$ cat src/rtl/arith_pkg.sv
// Shared types for the bit-serial subtractor.
package arith_pkg;

  typedef enum logic [1:0] {S_IDLE, S_BUSY, S_DONE} sub_serial_state_t;

endpackage

$ cat src/rtl/sub_serial_if.sv
// Start/done handshake and operand/result bus of the bit-serial subtractor.
// The ovf signal exists only when SUB_SERIAL_OVF_EN is defined.
interface sub_serial_if #(
  parameter int N = 8
);

  logic         start;
  logic [N-1:0] a;
  logic [N-1:0] b;
  logic         b_in;
  logic         ready;
  logic         done;
  logic [N-1:0] diff;
  logic         b_out;
`ifdef SUB_SERIAL_OVF_EN
  logic         ovf;
`endif

  modport master (
    output start, a, b, b_in,
`ifdef SUB_SERIAL_OVF_EN
    input  ovf,
`endif
    input  ready, done, diff, b_out
  );

  modport slave (
    input  start, a, b, b_in,
`ifdef SUB_SERIAL_OVF_EN
    output ovf,
`endif
    output ready, done, diff, b_out
  );

endinterface

$ cat src/rtl/full_subtractor.sv
// One-bit full subtractor: d = x - y - b_in, with borrow out.
module full_subtractor (
  input  logic x,
  input  logic y,
  input  logic b_in,
  output logic d,
  output logic b_out
);

  assign d     = x ^ y ^ b_in;
  assign b_out = (~x & y) | (~(x ^ y) & b_in);

endmodule

$ cat src/rtl/sub_serial.sv
// Bit-serial N-bit subtractor: diff = a - b - b_in, LSB first, one bit per clock.
// Start/done handshake; diff and b_out are registered and held until the next
// completion or reset. Defining SUB_SERIAL_OVF_EN adds a registered signed
// overflow flag computed from operand MSBs captured at accept.
module sub_serial
  import arith_pkg::*;
#(
  parameter int N = 8
) (
  input  logic        clk,
  input  logic        rst_n,
  sub_serial_if.slave bus
);

  localparam int               CNT_W = $clog2(N);
  localparam logic [CNT_W-1:0] LAST  = CNT_W'(N - 1);

  sub_serial_state_t state_q, state_d;
  logic [CNT_W-1:0]  cnt_q, cnt_d;
  logic              ready_q, ready_d;
  logic              done_q, done_d;
  logic [N-1:0]      diff_q, diff_d;
  logic              b_out_q, b_out_d;

  logic [N-1:0]      a_sr_q, a_sr_d;
  logic [N-1:0]      b_sr_q, b_sr_d;
  // Holds the N-1 bits already produced; the final bit joins them at completion.
  logic [N-2:0]      res_q, res_d;
  logic [N-1:0]      res_cat;
  logic              borrow_q, borrow_d;

  logic              fs_d, fs_b;

`ifdef SUB_SERIAL_OVF_EN
  logic              a_msb_q, a_msb_d;
  logic              b_msb_q, b_msb_d;
  logic              ovf_q, ovf_d;
`endif

  full_subtractor u_fs (
    .x     (a_sr_q[0]),
    .y     (b_sr_q[0]),
    .b_in  (borrow_q),
    .d     (fs_d),
    .b_out (fs_b)
  );

  assign res_cat = {fs_d, res_q};

  // Next-state logic: accept in IDLE, one bit per cycle in BUSY, publish in DONE.
  always_comb begin
    state_d  = state_q;
    cnt_d    = cnt_q;
    ready_d  = ready_q;
    done_d   = 1'b0;
    diff_d   = diff_q;
    b_out_d  = b_out_q;
    a_sr_d   = a_sr_q;
    b_sr_d   = b_sr_q;
    res_d    = res_q;
    borrow_d = borrow_q;
`ifdef SUB_SERIAL_OVF_EN
    a_msb_d  = a_msb_q;
    b_msb_d  = b_msb_q;
    ovf_d    = ovf_q;
`endif
    case (state_q)
      S_IDLE: begin
        if (bus.start) begin
          a_sr_d   = bus.a;
          b_sr_d   = bus.b;
          borrow_d = bus.b_in;
          cnt_d    = '0;
          ready_d  = 1'b0;
          state_d  = S_BUSY;
`ifdef SUB_SERIAL_OVF_EN
          a_msb_d  = bus.a[N-1];
          b_msb_d  = bus.b[N-1];
`endif
        end
      end
      S_BUSY: begin
        res_d    = res_cat[N-1:1];
        a_sr_d   = a_sr_q >> 1;
        b_sr_d   = b_sr_q >> 1;
        borrow_d = fs_b;
        if (cnt_q == LAST) begin
          // Results are registered on entry to DONE so they are valid with the pulse.
          state_d = S_DONE;
          done_d  = 1'b1;
          diff_d  = res_cat;
          b_out_d = fs_b;
`ifdef SUB_SERIAL_OVF_EN
          ovf_d   = (a_msb_q != b_msb_q) && (fs_d != a_msb_q);
`endif
        end else begin
          cnt_d = cnt_q + CNT_W'(1);
        end
      end
      S_DONE: begin
        state_d = S_IDLE;
        ready_d = 1'b1;
      end
      default: begin
        state_d = S_IDLE;
        ready_d = 1'b1;
      end
    endcase
  end

  // Control and output registers, cleared by reset (aborts any operation).
  always_ff @(posedge clk) begin
    if (!rst_n) begin
      state_q <= S_IDLE;
      cnt_q   <= '0;
      ready_q <= 1'b1;
      done_q  <= 1'b0;
      diff_q  <= '0;
      b_out_q <= 1'b0;
`ifdef SUB_SERIAL_OVF_EN
      ovf_q   <= 1'b0;
`endif
    end else begin
      state_q <= state_d;
      cnt_q   <= cnt_d;
      ready_q <= ready_d;
      done_q  <= done_d;
      diff_q  <= diff_d;
      b_out_q <= b_out_d;
`ifdef SUB_SERIAL_OVF_EN
      ovf_q   <= ovf_d;
`endif
    end
  end

  // Serial datapath registers; always reloaded at accept, so no reset needed.
  always_ff @(posedge clk) begin
    a_sr_q   <= a_sr_d;
    b_sr_q   <= b_sr_d;
    res_q    <= res_d;
    borrow_q <= borrow_d;
`ifdef SUB_SERIAL_OVF_EN
    a_msb_q  <= a_msb_d;
    b_msb_q  <= b_msb_d;
`endif
  end

  assign bus.ready = ready_q;
  assign bus.done  = done_q;
  assign bus.diff  = diff_q;
  assign bus.b_out = b_out_q;
`ifdef SUB_SERIAL_OVF_EN
  assign bus.ovf   = ovf_q;
`endif

endmodule
$ cat src/flat_wrapper.sv
// flat-port wrapper written by rule: the top's interface ports become plain ports
module sub_serial_flat import arith_pkg::*;
#(
  parameter int N = 8
)
  (clk, rst_n, bus_start, bus_a, bus_b, bus_b_in, bus_ready, bus_done, bus_diff, bus_b_out);
  sub_serial_if #(.N(N)) bus_i ();
  input  logic clk;
  input  logic rst_n;
  input wire logic [$bits(bus_i.start)-1:0] bus_start;
  input wire logic [$bits(bus_i.a)-1:0] bus_a;
  input wire logic [$bits(bus_i.b)-1:0] bus_b;
  input wire logic [$bits(bus_i.b_in)-1:0] bus_b_in;
  output wire logic [$bits(bus_i.ready)-1:0] bus_ready;
  output wire logic [$bits(bus_i.done)-1:0] bus_done;
  output wire logic [$bits(bus_i.diff)-1:0] bus_diff;
  output wire logic [$bits(bus_i.b_out)-1:0] bus_b_out;
  assign bus_i.start = bus_start;
  assign bus_i.a = bus_a;
  assign bus_i.b = bus_b;
  assign bus_i.b_in = bus_b_in;
  assign bus_ready = bus_i.ready;
  assign bus_done = bus_i.done;
  assign bus_diff = bus_i.diff;
  assign bus_b_out = bus_i.b_out;
  sub_serial #(.N(N)) u_core (.clk(clk), .rst_n(rst_n), .bus(bus_i));
endmodule
$ cat config.mk
export PLATFORM = sky130hd
export DESIGN_NAME = sub_serial_flat
export DESIGN_NICKNAME = d
export VERILOG_FILES = /design/src/rtl/arith_pkg.sv /design/src/rtl/sub_serial_if.sv /design/src/rtl/full_subtractor.sv /design/src/rtl/sub_serial.sv /design/src/flat_wrapper.sv
export SDC_FILE = /design/constraint.sdc
export NUM_CORES = 1
export LEC_CHECK = 0
export CAP_MARGIN = 5
export CORE_MARGIN = 2
export CORE_UTILIZATION = 46
export CTS_BUF_LIST = sky130_fd_sc_hd__clkbuf_16
export DETAILED_ROUTE_END_ITERATION = 8
export HOLD_SLACK_MARGIN = 0.1
export PLACE_DENSITY = 0.73
export SLEW_MARGIN = 20
export SYNTH_ARGS = -nofsm -noshare
export SYNTH_HDL_FRONTEND = slang
export SYNTH_SLANG_ARGS = --single-unit
$ cat constraint.sdc
create_clock -name clk -period 3 [get_ports clk]
set_input_delay 0.6 -clock clk [delete_from_list [all_inputs] [get_ports clk]]
set_output_delay 0.6 -clock clk [all_outputs]
set_load 0.05 [all_outputs]
==> results.sh <==
export IMPL_dieArea_um2=3820
export IMPL_clk_pin_slew_ns=0.06
export IMPL_p_comb_share_pct=7.0
export IMPL_crit_path_start_kind="flip-flop"
export IMPL_via_per_inst=4.85
export IMPL_crit_cells=1
export IMPL_min_delay_start="u_core.bus.diff[0]"
export IMPL_r2r_slack_ns=1.15
export IMPL_nFillCells=261
export IMPL_fin_area_um2=2030
export IMPL_p_leak_uw=0.000810
export IMPL_fin_setup_tns_ns=0
export IMPL_postSynthCellCount=141
export IMPL_portBuffers=30
export IMPL_rr_endpoint="u_core.a_sr_q[1]"
export IMPL_finalWirelength_um=2550
export IMPL_critical_path_cell_chain="clkdlybuf4s50_1"
export IMPL_worstReg2RegStart="u_core.state_q[1]"
export IMPL_ir_worst_vdd_mv=0.340
export IMPL_synth_edf_count=24
export IMPL_rows=20
export IMPL_crit_path_start="u_core.bus.b_out"
export IMPL_diodes=0
export IMPL_worst_hold_path_num_cells=2
export IMPL_power_frac_clock_pct=44.2
export IMPL_yosysWarnings=0
export IMPL_status="finished clean"
export IMPL_synthFlopType="edfxtp_1"
export IMPL_pin_count=31
export IMPL_post_cts_setup_buffers=0
export IMPL_skew_ns=0.00272
export IMPL_syn_area_um2=1540
export IMPL_cp_data_arrival_time_ns=1.44
export IMPL_antenna_found_initial=0
export IMPL_worstPathRequired_ns=2.40
export IMPL_switching_share_pct=19.5
export IMPL_post_cts_resized=0
export IMPL_final_min_clock_period_ns=2.04
export IMPL_first_pass_iters=4
export IMPL_synthArstFlopShare_pct=0
export IMPL_clock_sinks=40
export IMPL_area_growth_pct=32.2
export IMPL_final_nets=196
export IMPL_core_area_um2=3130
export IMPL_grt_max_degree=32
export IMPL_clk_path_buf_depth=2
export IMPL_pwr_share_seq_pct=48.8
export IMPL_rr_worst_depth=4
export IMPL_rsz0062_at_grt="no"
export IMPL_fp_dieW_um=61.8
export IMPL_synth_seq_cells=40
export IMPL_drv_slew=0
export IMPL_max_stage_delay_ns=0.81
export IMPL_clk_latency_ns=0.28
export IMPL_p_int_uw=1060
export IMPL_hold_viol_final=0
export IMPL_synth_fp_nets=164
export IMPL_grt_pass1_wl_um=4330
export IMPL_hpwlAfterDp_um=1720
export IMPL_path_delay_family="buffers and inverters"
export IMPL_avgSynthCellArea_um2=10.9
export IMPL_fin_crit_sh_pct=68.0
export IMPL_p_total_uw=1310
export IMPL_maxCapViolCount=0
export IMPL_cts_tree="yes"
export IMPL_endpoint_kind="output port"
export IMPL_overflow=0
export IMPL_setup_viol=0
export IMPL_dpl_cell_area_um2=1870
export IMPL_critPathBufInv=1
export IMPL_drt_iter0_markers=43
export IMPL_worstMarginPinSlew_ns=0.692
export IMPL_fmax_mhz=491
export IMPL_track_usage_pct=16.3
export IMPL_post_drt_wl_per_cell_um=11.7
export IMPL_ys_types=22
export IMPL_ys_seq_area_share_pct=67.7
export IMPL_antenna_left=0
export IMPL_vias=1057
export IMPL_initial_core_util_pct=49.2
export IMPL_h_tree_depth=2
export IMPL_switchingPower_uw=255
export IMPL_hp_class="flip-flop to flip-flop"
export IMPL_place_congestion=0.749
export IMPL_multi_input_area_um2=447
export IMPL_fp_dieH_um=61.8
export IMPL_regArea_um2=1040
export IMPL_path_max_fanout=2
export IMPL_grt_pass1_vias=996
export IMPL_cts_hold_buffers_added=0
export IMPL_power_density_nw_per_um2=646
export IMPL_holdPathEnd="u_core.bus.diff[0]"
export IMPL_cts_root_buf="clkbuf_16"
export IMPL_drive_above_1_share_pct=5.75
export IMPL_crit_type="flip-flop to output port"
export IMPL_drc_errors=0
export IMPL_cts_buffers=5
export IMPL_timing_slew_headroom_pct=53.9
export IMPL_worst_path_max_delay_cell="clkdlybuf4s50_1"
## synthesized netlist by cell type, drive strengths merged, types with 5 or more instances
cell type / count / area (µm²)
nor2: 6 / 22.5
buf: 5 / 27.5
edfxtp: 24 / 721
inv: 5 / 18.8
nand2: 51 / 191
dfxtp: 16 / 320
a21oi: 9 / 45.0
nand3: 8 / 40.0
## power groups by stage
stage	Clock, µW	Combinational (µW)	Sequential, µW
global route	618	104	643
detailed placement	0	92.8	651
floorplan	0	52.4	651
global placement	0	90.1	650
CTS	596	93.4	641
finish	580	92.2	640
## cells in the final DEF (no fill, tap or decap), drive strengths merged, types with 2 or more instances in the layout
master and n:
a21oi 9, dfxtp 16, nor2 6, nand3 8, nand2b 2, and2 2, edfxtp 24, inv 6
a32o 2, clkbuf 5, a211o 2, clkdlybuf4s50 30, ha 2, nand2 51
## sequential cells by signal (all words and copies together), names as in the netlist
register          count
u_core.bus.diff       8
u_core.bus.ready      1
u_core.res_q          7
u_core.state_q        2
u_core.b_sr_q         8
u_core.borrow_q       1
u_core.cnt_q          3
u_core.bus.done       1
u_core.bus.b_out      1
u_core.a_sr_q         8
## through the flow
stage                     utilization [%]  setup WS [ns]  hold slack [ns]  cells
after floorplan                         -           1.23            0.426    141
after global placement               59.8           1.12            0.431    210
after detailed placement             59.8           1.09            0.442    210
after CTS                            65.0          0.950            0.453    218
after global routing                 65.0          0.917            0.473    218
final                                65.0          0.961            0.453    218
## worst max path at each step
stage,slack (ns),end
6_report,0.96,bus_b_out
5_1_grt,0.92,bus_b_out
3_5_place_dp,1.09,u_core.cnt_q[0]
3_3_place_gp,1.12,u_core.cnt_q[0]
2_1_floorplan,1.23,u_core.a_sr_q[0]
4_1_cts,0.95,bus_b_out
## cells by family after synthesis
logic type	after synthesis	synth area share, %
DFF	40	67.7
and+or+nand+nor	71	19.3
AOI/OAI and AO/OA	16	6.83
buffers and inverters	11	3.25
adders and majority gates	3	2.93
## routing by layer
layer / vias up / track usage, % / routed length (µm) / part of all wire, %
met4: 0 / 6.38 / 46 / 1.8
met1: 485 / 17.6 / 1080 / 42
met3: 6 / 7.04 / 145 / 5.7
met5: - / 0 / 0 / 0
li1: 539 / - / - / -
met2: 27 / 28.3 / 1280 / 50
## final cells by class
type,instances,area share (%)
flip-flops and latches,40,51.2
multi-input cells,90,22.0
repair buffers,31,15.1
clock buffers,5,6.15
well taps,44,2.71
clock inverters,3,1.91
inverters,5,0.923
No activity file was read; power rests on OpenSTA's default activity.
